<file path="config.mk">
export PLATFORM = sky130hd
export DESIGN_NAME = chrono_multi_timer
export DESIGN_NICKNAME = d
export VERILOG_FILES = /design/src/rtl/chrono_multi_timer.sv
export SDC_FILE = /design/constraint.sdc
export NUM_CORES = 1
export LEC_CHECK = 0
export CELL_PAD_IN_SITES_DETAIL_PLACEMENT = 0
export CELL_PAD_IN_SITES_GLOBAL_PLACEMENT = 1
export CORE_MARGIN = 4
export CORE_UTILIZATION = 47
export CTS_CLUSTER_DIAMETER = 150
export DETAILED_ROUTE_END_ITERATION = 10
export GPL_ROUTABILITY_DRIVEN = 0
export GPL_TIMING_DRIVEN = 0
export PLACE_DENSITY_LB_ADDON = 0.25
export REMOVE_ABC_BUFFERS = 1
export SLEW_MARGIN = 30
export SYNTH_ARGS = -nofsm -noshare
export SYNTH_HDL_FRONTEND = slang
export SYNTH_SLANG_ARGS = --single-unit
</file>
<file path="constraint.sdc">
create_clock -name clk -period 3.7 [get_ports clk]
set_input_delay 0.37 -clock clk [delete_from_list [all_inputs] [get_ports clk]]
set_output_delay 0.37 -clock clk [all_outputs]
set_load 0.05 [all_outputs]
</file>
<file path="src/rtl/chrono_multi_timer.sv">
// Watch timekeeping core: one 24 h time-of-day clock plus NUM_TIMERS background countdown
// timers, driven by hold-qualified push-buttons and presenting binary display fields.
module chrono_multi_timer #(
  parameter int unsigned TICK_DIV    = 100_000_000,
  parameter int unsigned HOLD_CYC    = 15_000_000,
  parameter int unsigned NUM_TIMERS  = 2,
  parameter int unsigned TMR_MAX_MIN = 99
) (
  input  logic                  clk,
  input  logic                  reset,
  input  logic                  i_btn_mode,
  input  logic                  i_btn_shift,
  input  logic                  i_btn_inc,
  input  logic                  i_btn_ss,
  input  logic                  i_btn_sel,
  output logic [2:0]            o_mode_led,
  output logic                  o_edit_field,
  output logic [2:0]            o_sel_timer,
  output logic [4:0]            o_disp_hours,
  output logic [6:0]            o_disp_min,
  output logic [5:0]            o_disp_sec,
  output logic [NUM_TIMERS-1:0] o_timer_run,
  output logic [NUM_TIMERS-1:0] o_timer_done,
  output logic                  o_press_ack
);

  localparam int unsigned TickW  = $clog2(TICK_DIV);
  localparam int unsigned HoldW  = $clog2(HOLD_CYC + 1);
  localparam int unsigned NumBtn = 5;

  typedef enum logic [1:0] {StClock, StEdit, StTimer} mode_e;

  mode_e                 r_mode, w_mode_next;
  logic [TickW-1:0]      r_tick_cnt;
  logic                  w_tick;
  logic [HoldW-1:0]      r_hold      [NumBtn];
  logic [HoldW-1:0]      w_hold_next [NumBtn];
  logic [NumBtn-1:0]     w_btn, w_evt;
  logic                  w_ack, r_press_ack;
  logic                  w_ev_mode, w_ev_shift, w_ev_inc, w_ev_ss, w_ev_sel;
  logic                  r_edit_field;
  logic [2:0]            r_sel;
  logic [4:0]            r_hh;
  logic [5:0]            r_mm, r_ss;
  logic [6:0]            r_tmin [NUM_TIMERS];
  logic [5:0]            r_tsec [NUM_TIMERS];
  logic [NUM_TIMERS-1:0] r_run, r_done, w_chan_sel;

  assign w_btn  = {i_btn_sel, i_btn_ss, i_btn_inc, i_btn_shift, i_btn_mode};
  assign w_tick = (r_tick_cnt == TickW'(TICK_DIV - 1));

  always_ff @(posedge clk) begin
    if (reset || w_tick) r_tick_cnt <= '0;
    else                 r_tick_cnt <= r_tick_cnt + 1'b1;
  end

  // Event fires on the cycle the counter steps onto HOLD_CYC; saturation blocks auto-repeat.
  always_comb begin
    w_evt = '0;
    w_ack = 1'b0;
    for (int i = 0; i < NumBtn; i++) begin
      w_hold_next[i] = '0;
      if (w_btn[i]) begin
        w_hold_next[i] = (r_hold[i] == HoldW'(HOLD_CYC)) ? r_hold[i] : r_hold[i] + 1'b1;
        w_evt[i]       = (r_hold[i] == HoldW'(HOLD_CYC - 1));
      end
      w_ack = w_ack | (w_hold_next[i] == HoldW'(HOLD_CYC));
    end
  end

  always_ff @(posedge clk) begin
    for (int i = 0; i < NumBtn; i++) begin
      r_hold[i] <= reset ? '0 : w_hold_next[i];
    end
  end

  assign w_ev_mode  = w_evt[0];
  assign w_ev_shift = w_evt[1] & ~w_evt[0];
  assign w_ev_inc   = w_evt[2] & ~|w_evt[1:0];
  assign w_ev_ss    = w_evt[3] & ~|w_evt[2:0];
  assign w_ev_sel   = w_evt[4] & ~|w_evt[3:0];

  always_ff @(posedge clk) begin
    if (reset) r_mode <= StClock;
    else       r_mode <= w_mode_next;
  end

  always_comb begin
    w_mode_next = r_mode;
    if (w_ev_mode) begin
      case (r_mode)
        StClock: w_mode_next = StEdit;
        StEdit:  w_mode_next = StTimer;
        default: w_mode_next = StClock;
      endcase
    end
  end

  always_comb begin
    o_mode_led = 3'b100;
    case (r_mode)
      StEdit:  o_mode_led = 3'b010;
      StTimer: o_mode_led = 3'b001;
      default: o_mode_led = 3'b100;
    endcase
  end

  // Time of day; the tick is judged against the mode held before any same-cycle mode change.
  always_ff @(posedge clk) begin
    if (reset) begin
      r_hh <= '0;
      r_mm <= '0;
      r_ss <= '0;
    end else if (r_mode == StEdit) begin
      if (w_ev_inc && r_edit_field)  r_hh <= (r_hh == 5'd23) ? '0 : r_hh + 1'b1;
      if (w_ev_inc && !r_edit_field) r_mm <= (r_mm == 6'd59) ? '0 : r_mm + 1'b1;
      if (w_ev_mode)                 r_ss <= '0;
    end else if (w_tick) begin
      if (r_ss != 6'd59) begin
        r_ss <= r_ss + 1'b1;
      end else begin
        r_ss <= '0;
        if (r_mm != 6'd59) begin
          r_mm <= r_mm + 1'b1;
        end else begin
          r_mm <= '0;
          r_hh <= (r_hh == 5'd23) ? '0 : r_hh + 1'b1;
        end
      end
    end
  end

  always_ff @(posedge clk) begin
    if (reset) begin
      r_edit_field <= 1'b1;
      r_sel        <= '0;
      r_press_ack  <= 1'b0;
    end else begin
      r_press_ack <= w_ack;
      if (w_ev_shift && r_mode != StClock) r_edit_field <= ~r_edit_field;
      if (w_ev_sel && r_mode == StTimer) begin
        r_sel <= (r_sel == 3'(NUM_TIMERS - 1)) ? '0 : r_sel + 1'b1;
      end
    end
  end

  always_comb begin
    w_chan_sel = '0;
    for (int i = 0; i < NUM_TIMERS; i++) begin
      w_chan_sel[i] = (r_mode == StTimer) && (r_sel == 3'(i));
    end
  end

  // A start/stop on a channel takes precedence over that channel's decrement in the same cycle.
  always_ff @(posedge clk) begin
    if (reset) begin
      r_run  <= '0;
      r_done <= '0;
      for (int i = 0; i < NUM_TIMERS; i++) begin
        r_tmin[i] <= '0;
        r_tsec[i] <= '0;
      end
    end else begin
      for (int i = 0; i < NUM_TIMERS; i++) begin
        if (w_chan_sel[i] && w_ev_ss) begin
          r_done[i] <= 1'b0;
          if (r_run[i])                                   r_run[i] <= 1'b0;
          else if (r_tmin[i] != '0 || r_tsec[i] != '0)    r_run[i] <= 1'b1;
        end else begin
          if (w_chan_sel[i] && w_ev_inc) begin
            r_done[i] <= 1'b0;
            if (!r_run[i] && r_edit_field) begin
              r_tmin[i] <= (r_tmin[i] == 7'(TMR_MAX_MIN)) ? '0 : r_tmin[i] + 1'b1;
            end
            if (!r_run[i] && !r_edit_field) begin
              r_tsec[i] <= (r_tsec[i] == 6'd59) ? '0 : r_tsec[i] + 1'b1;
            end
          end
          if (r_run[i] && w_tick) begin
            if (r_tsec[i] != '0) begin
              r_tsec[i] <= r_tsec[i] - 1'b1;
              if (r_tmin[i] == '0 && r_tsec[i] == 6'd1) begin
                r_run[i]  <= 1'b0;
                r_done[i] <= 1'b1;
              end
            end else if (r_tmin[i] != '0) begin
              r_tmin[i] <= r_tmin[i] - 1'b1;
              r_tsec[i] <= 6'd59;
            end
          end
        end
      end
    end
  end

  always_comb begin
    o_disp_hours = r_hh;
    o_disp_min   = {1'b0, r_mm};
    o_disp_sec   = r_ss;
    if (r_mode == StTimer) begin
      o_disp_hours = '0;
      o_disp_min   = '0;
      o_disp_sec   = '0;
      for (int i = 0; i < NUM_TIMERS; i++) begin
        if (r_sel == 3'(i)) begin
          o_disp_min = r_tmin[i];
          o_disp_sec = r_tsec[i];
        end
      end
    end
  end

  assign o_edit_field = r_edit_field;
  assign o_sel_timer  = r_sel;
  assign o_timer_run  = r_run;
  assign o_timer_done = r_done;
  assign o_press_ack  = r_press_ack;

endmodule

</file>
* Word level (Yosys, flattened, before mapping)
Memory sizes are Yosys's and may differ from the RTL's.
Index checks and enable logic that the tools add are counted.
** Storage, ports and cells
- Bits in registers :: 55
- Output and inout bits :: 30
- Memories :: 3
- Memory bits (writable) :: 146
- Bits of input ports :: 7
- Logic and storage cells :: 264
- Latch bits :: 0
- Memory bits (read-only) :: 0
** Memory list
- r_hold :: depth 5, width 24, rd ports 5, clocked after Yosys merged registers in 0, write ports 5, RTL line 36 : logic [HoldW-1:0] r_hold [NumBtn];
- r_tmin :: depth 2, width 7, rd ports 2, clocked after Yosys merged registers in 0, write ports 2, RTL line 45 : logic [6:0] r_tmin [NUM_TIMERS];
- r_tsec :: depth 2, width 6, rd ports 2, clocked after Yosys merged registers in 0, write ports 2, RTL line 46 : logic [5:0] r_tsec [NUM_TIMERS];
** Operators by class
- Div/mod/pow operators :: 0
- Magnitude comparators :: 0
- Mux-type cells :: 124
- $add $sub $neg :: 18
- Multipliers :: 0
- Shift-type cells :: 0
- Reductions and logical operators :: 53
- Bitwise gates (word level) :: 20
- Eq/ne operators :: 34
** Operator list (number)
- $eq A24 B24 Y1 const B :: 15
- $mux W24 :: 15
- $mux W6 :: 21
- $add A24 B1 Y24 const B :: 5
- $mux W1 :: 69
- $mux W7 :: 9
- $mux W5 :: 7
- $add A27 B1 Y27 const B :: 1
- $eq A27 B27 Y1 const B :: 1
- $add A6 B1 Y6 const B :: 4
- $eq A6 B6 Y1 const B :: 3
- $logic_and A1 B1 Y1 :: 18
- $reduce_bool A2 Y1 :: 8
- $add A7 B1 Y7 const B :: 2
- $eq A7 B7 Y1 const B :: 2
- $logic_not A7 Y1 :: 2
- $or A1 B1 Y1 :: 14
- $reduce_bool A7 Y1 :: 2
- $sub A7 B1 Y7 const B :: 2
- $eq A6 B1 Y1 const B :: 2
- $ne A6 B6 Y1 const B :: 2
- $reduce_bool A6 Y1 :: 2
- $sub A6 B1 Y6 const B :: 2
- $reduce_and A3 Y1 :: 3
- other kinds (22) :: 38

* Longest topological paths before layout
Gate-level depths: netlist (run 1).
- Word-level depth :: 13
- Gate-level depth with buffers :: 12
- Gate-level depth less buffers :: 10

* Worst setup path after synthesis (run 1)
OpenSTA, ideal clock, no wires.
- Path kind :: register -> register
- Start :: memory r_hold[0][12] (netlist bit)
- End :: memory r_tsec[1][0] (enable)
- Path buffers :: 2
- Stages on the path, launching flop included :: 8
- Data required time :: 3.307 ns
- Slack :: 0.425 ns
- Data arrival time :: 2.882 ns
- Library setup time :: 0.393 ns
- Period minus slack after synthesis :: 3.275 ns
- Cell sequence :: dfxtp_1 buf_6 or4_4 or4_4 o2bb2a_4 buf_6 a21bo_2 o311ai_0
** RTL lines (RTL line)
- start: declaration :: 36
- end: declaration :: 46

* Final worst setup path (run 1)
- Start :: register r_mode[0]
- End :: output port o_disp_min[1]
** On the way
- Cells in the longest elaborated chain, start to end :: 2
** RTL lines
- start: declaration :: RTL line 33 : mode_e r_mode, w_mode_next;
- start signal: assignment :: RTL line 84 : if (reset) r_mode <= StClock;
- start signal: assignment :: RTL line 85 : else r_mode <= w_mode_next;
- $eq A2 B2 Y1 :: RTL line 200 : if (r_mode == StTimer) begin
- $mux W7 :: RTL line 200
- end: declaration :: RTL line 20 : output logic [6:0] o_disp_min,
Every way passes these cells.

==> results of run 1 <==
[routing by layer]
metal / global-route usage (%) / vias to the layer above / wire, µm
met5: 0 / - / 0
met4: 5.69 / 0 / 720
met3: 2.23 / 41 / 1240
met2: 32.0 / 191 / 13500
met1: 30.1 / 5145 / 14900
li1: - / 5458 / -
[area by class of cell]
| class | count | area (µm²) |
|---|---|---|
| multi-input combinational | 1211 | 7680 |
| inverter | 47 | 176 |
| clock inverter | 8 | 92.6 |
| sequential | 201 | 4280 |
| tap | 335 | 419 |
| timing repair buffer | 37 | 393 |
| clock buffer | 36 | 759 |
| fill | 2488 | 12200 |
[timing repair]
action | CTS | global route
hold buffers | 0 | 0
endpoints found under the setup margin | 42 | 25
pin swaps | 0 | 1
resized for setup | 5 | 15
[per-stage QoR]
| step | power, mW | worst slack [ns] | TNS [ns] | hold WS (ns) | utilization (%) |
|---|---|---|---|---|---|
| 6_report | 4.94 | 0.147 | 0 | 0.301 | 53.1 |
| 5_1_grt | 5.13 | 0.0118 | 0 | 0.304 | 53.1 |
| 4_1_cts | 5.01 | 0.0661 | 0 | 0.288 | 52.8 |
| 3_5_place_dp | 2.50 | -0.305 | -4.65 | 0.456 | 49.4 |
| 3_3_place_gp | 2.49 | -0.562 | -83.19 | 0.445 | 49.3 |
| 2_1_floorplan | 2.42 | 0.169 | 0 | 0.430 | - |
[worst max path at each step]
stage,start,endpoint,cells after the start
global placement,reset,r_tsec[0][2],4
finish,r_mode[0],o_disp_min[1],7
detailed placement,i_btn_ss,r_tsec[0][2],9
CTS,r_hold[0][49],r_tmin[0][2],8
floorplan,r_mode[0],r_tsec[0][2],9
global route,r_mode[0],o_disp_min[1],7
[synth_stat cells (12+ instances only)]
library cell and number:
sky130_fd_sc_hd__nor2_1 205, sky130_fd_sc_hd__dfxtp_1 175, sky130_fd_sc_hd__nand2_1 128, sky130_fd_sc_hd__nand3_1 91, sky130_fd_sc_hd__clkbuf_1 84, sky130_fd_sc_hd__xor2_1 82
sky130_fd_sc_hd__xnor2_1 80, sky130_fd_sc_hd__a21oi_1 61, sky130_fd_sc_hd__o21ai_0 53, sky130_fd_sc_hd__nand4_1 50, sky130_fd_sc_hd__inv_1 47, sky130_fd_sc_hd__and3_1 43
sky130_fd_sc_hd__nor3_1 43, sky130_fd_sc_hd__ha_1 30, sky130_fd_sc_hd__nor4_1 28, sky130_fd_sc_hd__edfxtp_1 26, sky130_fd_sc_hd__and4_1 24, sky130_fd_sc_hd__nor2b_1 23
sky130_fd_sc_hd__or3_1 23, sky130_fd_sc_hd__nand2b_1 20, sky130_fd_sc_hd__a31oi_1 19, sky130_fd_sc_hd__nor3b_1 17, sky130_fd_sc_hd__nand3b_1 16, sky130_fd_sc_hd__a22oi_1 13
sky130_fd_sc_hd__and2_1 12
[critical path: stages, from the launching register on]
cell	delay, ns
sky130_fd_sc_hd__dfxtp_1	0.31
sky130_fd_sc_hd__inv_1	0.12
sky130_fd_sc_hd__ha_2	0.52
sky130_fd_sc_hd__nand2_1	0.17
sky130_fd_sc_hd__nor2_4	0.41
sky130_fd_sc_hd__a21oi_1	0.18
sky130_fd_sc_hd__o21ai_0	0.12
sky130_fd_sc_hd__clkdlybuf4s50_1	0.84
[power groups by stage]
| stage | logic, mW | clock network, mW | registers [mW] |
|---|---|---|---|
| 2_1_floorplan | 0.110 | 0 | 2.31 |
| 3_3_place_gp | 0.162 | 0 | 2.33 |
| 3_5_place_dp | 0.167 | 0 | 2.33 |
| 4_1_cts | 0.168 | 2.56 | 2.28 |
| 5_1_grt | 0.190 | 2.65 | 2.29 |
| 6_report | 0.167 | 2.49 | 2.28 |
[state kept, by name, summed over array words and instances (netlist names), 3 cells and up]
register     cells
r_tsec          12
r_tick_cnt      27
r_hold         120
r_hh             5
r_tmin          14
r_ss             6
r_mm             6
o_sel_timer      3
[cells by family after synthesis]
| kind of cell | count (synthesis) |
|---|---|
| xor+xnor | 162 |
| mux | 13 |
| compound gates | 221 |
| flops | 201 |
| buf+inv | 142 |
| simple gates | 783 |
| fa+ha+maj | 32 |
==> results_tabular.tex, run 1 <==
\begin{tabular}{lr}
\hline
Metric & Value \\
\hline
\multicolumn{2}{l}{\textbf{Outcome}} \\
\quad Outcome & finished clean \\
\multicolumn{2}{l}{\textbf{Timing}} \\
\quad Endpoints failing hold & 0 \\
\quad Least-Margin Pin Slew & 0.839 ns \\
\quad Maximum frequency from static timing analysis & 0.281 GHz \\
\quad Normalized max-slew margin & 43.6\% \\
\quad Post-route clock period utilization & 96.0\% \\
\quad Number of slew-limit violations in the final report & 0 \\
\quad Worst clock skew on the final layout & 0.0106 ns \\
\quad Unrepaired setup endpoints after global routing & no \\
\quad Number of setup violations in the final report & 0 \\
\quad Time the final worst path needs with I/O delays and setup & 3.55 ns \\
\multicolumn{2}{l}{\textbf{Logic synthesis}} \\
\quad Share of the synthesized area in compound gates (AO/OA/AOI/OAI) & 11.7\% \\
\quad Parity-gate share of the synthesized area counting xor and xnor cells & 11.4\% \\
\quad Number of distinct library cells after synthesis & 81 \\
\quad Ys async rst share & 0\% \\
\quad Count of mapped cells out of synthesis & $\sim$1600 \\
\quad Post-Syn Area & 0.0124 mm² \\
\quad Number of enable-type register cells in the synthesized netlist & 26 \\
\quad Simple-gate share of the synthesized area & 33.6\% \\
\quad Total number of yosys warnings & 0 \\
\quad Yosys top cell by area & sky130\_fd\_sc\_hd\_\_dfxtp\_1 \\
\quad Dominant combinational cell family by area after synthesis & simple AND/OR/NAND/NOR gates \\
\quad Adder and majority gate portion of the synthesized area & 3.19\% \\
\quad Top-area cell type share of the netlist area & 28.2\% \\
\quad Syn avg cell area & roughly 8.0 µm² \\
\quad Prevailing post-synth register cell & sky130\_fd\_sc\_hd\_\_dfxtp\_1 \\
\quad Sequential-to-total area share from yosys stat & about a third \\
\quad Fraction of synthesized area in multiplexers & 1.09\% \\
\quad Yosys reg bits & 201 \\
\quad Largest cells by area after synthesis & sky130\_fd\_sc\_hd\_\_dfxtp\_1 28\%, sky130\_fd\_sc\_hd\_\_edfxtp\_1 6.3\%, sky130\_fd\_sc\_hd\_\_nor2\_1 6.2\% \\
\multicolumn{2}{l}{\textbf{Flow run}} \\
\quad Max Cap Viol & 0 \\
\multicolumn{2}{l}{\textbf{Clock network}} \\
\quad Deepest clock path buffer count & 3 \\
\quad H-Tree Depth & 1 \\
\quad Post-CTS setup buffers & 0 \\
\quad Clk pin slew, worst setup/hold paths & $\sim$0.060 ns \\
\quad Clock net sink count & around 200 \\
\quad Clock tree root buffer cell & sky130\_fd\_sc\_hd\_\_clkbuf\_16 \\
\quad Clock tree from TritonCTS & yes \\
\quad Total CTS buffers & 24 \\
\quad Clock network latency to the later pin of the worst-skew pair & slightly above 0.5 ns \\
\multicolumn{2}{l}{\textbf{Floorplanning}} \\
\quad Num rows & 59 \\
\quad Top-Level Pins & 37 \\
\quad Total core area & 0.0260 mm² \\
\quad Die H & 170 µm \\
\quad Die outline area & 0.0291 mm² \\
\quad Die width & 170 µm \\
\quad Initial core utilization & 47.7\% \\
\multicolumn{2}{l}{\textbf{Route}} \\
\quad Detailed Route WL & between 30000 and 40000 µm \\
\quad Number of vias in the routed layout & about 11000 \\
\quad Remaining number of nets flagged by the antenna check after routing & 0 \\
\quad Average vias per placed instance & 5.78 \\
\quad 1st-pass router iterations & 5 \\
\quad Remaining routing DRC violations & 0 \\
\quad Iteration-0 DRC Markers & a little under 700 \\
\quad Routed length per placed instance & 16.2 µm \\
\multicolumn{2}{l}{\textbf{Finish}} \\
\quad Ant. Diodes & 0 \\
\quad Post-route non-filler standard cell count & approximately 1900 \\
\quad Finished Cell Area & around 0.014 mm² \\
\quad Final net count & 1559 \\
\quad Layout cell share with drive strength beyond 1 & 5.32\% \\
\quad Most frequent standard cell in the layout excluding fill and tap cells & sky130\_fd\_sc\_hd\_\_nor2\_1 \\
\quad Leading cell types in the layout, fill and taps excluded & 204 x sky130\_fd\_sc\_hd\_\_nor2\_1, 175 x sky130\_fd\_sc\_hd\_\_dfxtp\_1, 128 x sky130\_fd\_sc\_hd\_\_nand2\_1 \\
\quad Growth of design area from synthesis to finish & 11.3\% \\
\multicolumn{2}{l}{\textbf{Worst setup path}} \\
\quad Type of origin of the critical path & flip-flop \\
\quad Reg2Reg Setup Slack & 0.21 ns \\
\quad CP Data Required Time & 3.33 ns \\
\quad Cell depth of the worst flop-to-flop path & 8 \\
\quad Worst setup path category & flip-flop to primary output \\
\quad Startpoint of the most critical register-to-register path & r\_hold[0][25] \\
\quad Kind of end point of the critical path & primary output \\
\quad CP arrival & 3.18 ns \\
\quad Peak fanout along the critical path & 22 \\
\quad R2r endpoint & r\_tmin[0][3] \\
\multicolumn{2}{l}{\textbf{Global routing}} \\
\quad Global-route usage over all layers & 20.5\% \\
\quad Number of global-route vias before repair & 9860 \\
\quad Wire length of the first global-routing pass & between 50000 and 60000 µm \\
\quad Remaining global-route overflow & 0 \\
\quad Number of antenna violations at the first check in global routing & 0 \\
\quad Largest net degree at the start of global routing & 25 \\
\multicolumn{2}{l}{\textbf{Worst hold path}} \\
\quad Min-Delay Path Depth & 2 \\
\quad Hold WC Path Type & primary input to flip-flop \\
\quad Worst hold path endpoint & r\_hold[0][1] \\
\quad Hold path start & reset \\
\multicolumn{2}{l}{\textbf{Power and ir drop}} \\
\quad Clock group share of total power & 50.4\% \\
\quad Internal power & 3.85 mW \\
\quad Share of power burned in combinational logic & 3.4\% \\
\quad Switching portion of total power & between 20 and 25\% \\
\quad Total power per unit cell area & 358 mW/mm² \\
\quad Sequential Power Share & a little under half \\
\quad Net Switching & 1.09 mW \\
\quad Largest vdd supply drop & 0.303 mV \\
\quad Leakage power & 4.56 nW \\
\multicolumn{2}{l}{\textbf{Place}} \\
\quad Instance area after placement & 0.0128 mm² \\
\quad Cells after DPL & 1831 \\
\quad Quantity of I/O buffers inserted on ports & 36 \\
\quad Post-DP HPWL & around 21000 µm \\
\hline
\end{tabular}
Power figures use the tool's default switching activity.
==> run 2, diff against run 1 <==
HOLD_SLACK_MARGIN = 0.06   (was not set)
SLEW_MARGIN = not set   (was 30)
==> run 2 against run 1 <==
Effect of this change:
- clock-buffer cell count is 4 higher
- final cell count decreased by 0.11%
- sequential share of layout area increased by 0.24 points
- register-to-register slack worse by 0.03 ns
- die area did not move
- critical endpoint is now o_disp_sec[1]
- largest cell class unchanged
==> results_tabular.tex, run 2 (synthesis gave the netlist of run 1 again) <==
\begin{tabular}{lr}
\hline
Metric & Value \\
\hline
\multicolumn{2}{l}{\textbf{Floorplanning}} \\
\quad Die width & 170 µm \\
\quad Top-Level Pins & 37 \\
\quad Die H & 170 µm \\
\quad Num rows & a little under 60 \\
\quad Total core area & 0.0260 mm² \\
\quad Initial core utilization & 47.7\% \\
\quad Die outline area & roughly 0.029 mm² \\
\multicolumn{2}{l}{\textbf{Clock network}} \\
\quad Clock network latency to the later pin of the worst-skew pair & roughly 0.52 ns \\
\quad H-Tree Depth & 1 \\
\quad Clock tree from TritonCTS & yes \\
\quad Clock net sink count & around 200 \\
\quad Clk pin slew, worst setup/hold paths & roughly 0.060 ns \\
\quad Total CTS buffers & 24 \\
\quad Post-CTS Hold Fix Bufs & 0 \\
\quad Deepest clock path buffer count & 3 \\
\quad Clock tree root buffer cell & sky130\_fd\_sc\_hd\_\_clkbuf\_16 \\
\multicolumn{2}{l}{\textbf{Route}} \\
\quad 1st-pass router iterations & 5 \\
\quad Routed length per placed instance & 16.2 µm \\
\quad Remaining routing DRC violations & 0 \\
\quad Average vias per placed instance & roughly 5.8 \\
\quad Remaining number of nets flagged by the antenna check after routing & 0 \\
\quad Iteration-0 DRC Markers & 796 \\
\quad Number of vias in the routed layout & 10840 \\
\quad Detailed Route WL & 30300 µm \\
\multicolumn{2}{l}{\textbf{Place}} \\
\quad Instance area after placement & between 0.01 and 0.015 mm² \\
\quad Post-DP HPWL & 21300 µm \\
\quad Cells after DPL & 1831 \\
\quad Quantity of I/O buffers inserted on ports & 36 \\
\multicolumn{2}{l}{\textbf{Flow run}} \\
\quad Max Cap Viol & 0 \\
\multicolumn{2}{l}{\textbf{Timing}} \\
\quad Number of slew-limit violations in the final report & 0 \\
\quad Endpoints failing hold & 0 \\
\quad Post-route clock period utilization & 95.4\% \\
\quad Maximum frequency from static timing analysis & 0.283 GHz \\
\quad Least-Margin Pin Slew & 1.12 ns \\
\quad Time the final worst path needs with I/O delays and setup & 3.53 ns \\
\quad Number of setup violations in the final report & 0 \\
\quad Normalized max-slew margin & 24.7\% \\
\quad Worst clock skew on the final layout & about 0.017 ns \\
\multicolumn{2}{l}{\textbf{Outcome}} \\
\quad Outcome & finished clean \\
\multicolumn{2}{l}{\textbf{Worst setup path}} \\
\quad Worst setup path category & flip-flop to primary output \\
\quad CP Data Required Time & around 3.3 ns \\
\quad Cells traversed along the worst timing path & inv\_1 > ha\_2 > nand2\_1 > nor2\_4 > nand2\_1 > o221ai\_1 > clkdlybuf4s50\_1 \\
\quad Delay contributed by the slowest stage of the critical path & 0.86 ns \\
\quad CP arrival & roughly 3.2 ns \\
\quad Kind of end point of the critical path & primary output \\
\quad Top cell by count, worst path & sky130\_fd\_sc\_hd\_\_nand2\_1 \\
\quad Type of origin of the critical path & flip-flop \\
\quad Peak fanout along the critical path & 22 \\
\quad Cell at the slowest stage of the critical path & sky130\_fd\_sc\_hd\_\_clkdlybuf4s50\_1 \\
\multicolumn{2}{l}{\textbf{Finish}} \\
\quad Total area of multi-input combinational cells & 0.00768 mm² \\
\quad Post-route non-filler standard cell count & 1873 \\
\quad Final net count & 1559 \\
\quad Most frequent standard cell in the layout excluding fill and tap cells & sky130\_fd\_sc\_hd\_\_nor2\_1 \\
\quad Largest registers in the final layout & r\_hold x120, r\_tick\_cnt x27, r\_tmin x14 \\
\quad Storage element area & 0.00428 mm² \\
\quad Register ranked first by flip-flop count & r\_hold \\
\quad Finished Cell Area & $\sim$0.014 mm² \\
\quad Ant. Diodes & 0 \\
\quad Layout cell share with drive strength beyond 1 & under 10\% \\
\quad Fillers & 2487 \\
\quad Growth of design area from synthesis to finish & 10.4\% \\
\quad Post-Route Utilization & 52.7\% \\
\quad Largest register FFs & 120 \\
\quad Leading cell types in the layout, fill and taps excluded & 204 x sky130\_fd\_sc\_hd\_\_nor2\_1, 175 x sky130\_fd\_sc\_hd\_\_dfxtp\_1, 128 x sky130\_fd\_sc\_hd\_\_nand2\_1 \\
\multicolumn{2}{l}{\textbf{Power and ir drop}} \\
\quad Largest vdd supply drop & 0.337 mV \\
\quad Total power per unit cell area & 345 mW/mm² \\
\quad Leakage power & around 4.6 nW \\
\multicolumn{2}{l}{\textbf{Global routing}} \\
\quad Number of antenna violations at the first check in global routing & 0 \\
\quad Wire length of the first global-routing pass & slightly above 50000 µm \\
\quad Largest net degree at the start of global routing & 36 \\
\quad Remaining global-route overflow & 0 \\
\quad Number of global-route vias before repair & 9948 \\
\quad Global-route usage over all layers & approximately 20\% \\
\multicolumn{2}{l}{\textbf{Worst hold path}} \\
\quad Hold WC Path Type & primary input to flip-flop \\
\hline
\end{tabular}
[run 2: changes by cell type in the layout (fill, tap and decap cells not counted), sizes merged]
cell,delta
clkinv,-4
clkbuf,+4
clkinvlp,-1
clkdlybuf4s50,-2
dlymetal6s2s,+2
bufinv,-2
inv,+1
[run 2: final timing paths]
kind                                     from       endpoint  slack [ns]  depth (start not counted)
worst min register to register  r_tick_cnt[0]  r_tick_cnt[0]        0.46                          1
worst min-delay path                    reset  r_hold[0][47]        0.46                          2
worst max register to register   r_hold[0][0]   r_tsec[0][0]        0.18                          8
worst max-delay path                r_mode[0]  o_disp_sec[1]        0.17                          7
[run 2: layout make-up]
| class | count | share of cell area, % |
|---|---|---|
| Multi-Input combinational cell | 1211 | 56.0 |
| Inverter | 47 | 1.29 |
| Clock inverter | 2 | 0.0822 |
| Tap cell | 335 | 3.06 |
| Clock buffer | 40 | 5.52 |
| Timing Repair Buffer | 37 | 2.74 |
| Sequential cell | 201 | 31.3 |
[run 2: critical path, delay by kind of cell (launching register included)]
kind / cells / cell delay (ns)
adders and majority gates: 1 / 0.52
buffers and inverters: 2 / 0.97
and+or+nand+nor: 3 / 0.72
DFF: 1 / 0.31
AOI/OAI and AO/OA: 1 / 0.12
[run 2: what timing repair did]
| action | in CTS | in global routing |
|---|---|---|
| pin swaps | 0 | 1 |
| setup buffers | 0 | 0 |
| endpoints found under the setup margin | 56 | 28 |
| gates cloned | 0 | 0 |
| resized for setup | 6 | 20 |
[run 2: stage by stage]
step	hold slack [ns]	power, mW	setup WS [ns]	setup TNS [ns]
2_1_floorplan	0.430	2.42	0.169	0
5_1_grt	0.478	4.91	-0.00232	-0.00232
6_report	0.458	4.73	0.168	0
4_1_cts	0.443	4.79	0.00559	0
3_5_place_dp	0.456	2.49	-0.622	-14.77
3_3_place_gp	0.445	2.49	-0.562	-83.19
[run 2: power by group]
group          switching [mW]  internal [mW]  total [mW]
Sequential             0.0471           2.24        2.28
Clock                   0.905           1.38        2.28
Combinational           0.105         0.0583       0.163
Total                    1.06           3.67        4.73
[run 2: routing by layer]
layer  vias to the layer above  wire, µm  global-route usage (%)  share of wire (%)
met3                        48      1200                    2.44                4.0
met5                         -         0                       0                  0
li1                       5468         -                       -                  -
met1                      5135     15000                    29.9                 50
met4                         0       717                    5.56                2.4
met2                       189     13400                    32.1                 44
==> variant (config.mk and constraints of run 2) <==
Change the parameter `TICK_DIV` from 100_000_000 to 50_000_000.
--- a/src/rtl/chrono_multi_timer.sv
+++ b/src/rtl/chrono_multi_timer.sv
@@ -2,5 +2,5 @@
 // timers, driven by hold-qualified push-buttons and presenting binary display fields.
 module chrono_multi_timer #(
-  parameter int unsigned TICK_DIV    = 100_000_000,
+  parameter int unsigned TICK_DIV    = 50_000_000,
   parameter int unsigned HOLD_CYC    = 15_000_000,
   parameter int unsigned NUM_TIMERS  = 2,
Function: same outputs for any inputs over 10 cycles, from zero or initial values and one cycle with reset high; that may be too few to reach the edited logic, so the function may still have changed.
==> variant against run 2 <==
Critical path depth is 1 lower; cell area is 3.2% lower; total power is 3.4% lower; synthesized area is 3.3% lower; final cell count is 2.6% lower; worst setup slack worse by 0.015 ns; sequential cell count is 1 lower; wire length is 5.1% lower; largest cell class unchanged.
==> variant: results <==
place:
  placement.cell_area_sq_um: 12500
  post-dp-hpwl_mm: 20.1
  post_placement_worst_setup_slack_ns: -0.854
power:
  power.static_leakage_nw: 4.32
  clock_power_share_pct: 47.7
  switching_power_mw: 1.01
  p_sw_share_pct: 22.1
  worst_ir_drop_on_vdd_mv: 0.297
routing:
  first_iter_violations: 763
  avgRoutedWirePerCell_microns: 15.7
cts:
  ctsHtreeMaxLevel: 4
  tritoncts.num_buffers: 17
  clock_path_buffers: 2
  insertion_delay_ns: 0.44
cells_and_area:
  drive_above_1_share_pct: 4.75
  reg_top3: "r_hold: 120 flops, r_tick_cnt: 26 flops, r_tmin: 14 flops"
  number_of_non_filler_instances_in_the_completed_layout: 1824
  design.final.nets: 1518
grt:
  grt_pass1_wl_mm: 48.1
  grt_start_max_net_pins: 33
  vias_in_the_first_global_route: 9569
  grtUsageTotal_pct: 20.2
yosys:
  syn_area_per_cell_sq_um: 8.00
  main_area_contributors_after_synthesis: "sky130_fd_sc_hd__dfxtp_1, sky130_fd_sc_hd__nor2_1, sky130_fd_sc_hd__edfxtp_1"
  yosys-top-cells-count: "sky130_fd_sc_hd__nor2_1, sky130_fd_sc_hd__dfxtp_1, sky130_fd_sc_hd__nand2_1"
  netlist-cell-type-count: 72
  async_reset_ff_share_pct: 0
  synth_sequential_area_ratio_pct: 35.6
timing:
  final.setup_skew_ns: 0.0152
  max-slew-margin-rel_pct: 34.7
setup_path:
  timing.critical_path.arrival_ns: 3.18
outcome:
  status: "complete, no violations"
hold_path:
  worstHoldPathType: "register to register"
-- variant: cell type report --
cell class | count | area [sq um]
inverter | 44 | 165
clock inverter | 11 | 201
timing repair buffer | 40 | 385
clock buffer | 21 | 483
sequential | 200 | 4270
fill | 2425 | 11900
multi-input combinational | 1178 | 7340
tap | 330 | 413
-- variant: worst paths after layout --
check	startpoint	to	slack (ns)	depth (start not counted)
setup / recovery	r_mode[0]	o_disp_min[1]	0.15	6
hold / removal	r_tick_cnt[0]	r_tick_cnt[0]	0.46	1
setup reg to reg	r_hold[0][25]	r_tmin[1][6]	0.19	10
hold reg to reg	r_tick_cnt[0]	r_tick_cnt[0]	0.46	1
-- variant: kinds of logic (layout without fill, tap and decap cells) --
logic type               count (synthesis)  in the layout  synth area share (%)
AND/OR/NAND/NOR                        762            762                  33.1
multiplexers                            21             21                  1.79
flip-flops                             200            200                  35.6
XOR/XNOR                               158            158                  11.5
buffers and inverters                  122            116                  3.88
adder cells (fa/ha/maj)                 30             30                  3.13
AO/OA/AOI/OAI                          207            207                  11.0
-- variant: what timing repair did --
action                     CTS  global route
hold buffers                 0             0
setup endpoints to repair   56            31
pin swaps                    2             0
setup buffers                3             1
gates resized for setup     11            11
-- variant: worst max-delay path, cell delays in order (launching register included) --
cell and delay (ns):
sky130_fd_sc_hd__dfxtp_1 0.31, sky130_fd_sc_hd__inv_1 0.11, sky130_fd_sc_hd__ha_2 0.55, sky130_fd_sc_hd__nand2_1 0.20
sky130_fd_sc_hd__or2_2 0.41, sky130_fd_sc_hd__o221ai_1 0.29, sky130_fd_sc_hd__clkdlybuf4s50_1 0.87
-- variant: per-layer routing --
layer  track usage [%]  up-vias  share of wire (%)
met5                 0        -                  0
met2              31.8      176                 45
met3              3.54       26                3.7
met1              28.8     4927                 50
met4              5.22        0                1.2
li1                  -     5295                  -
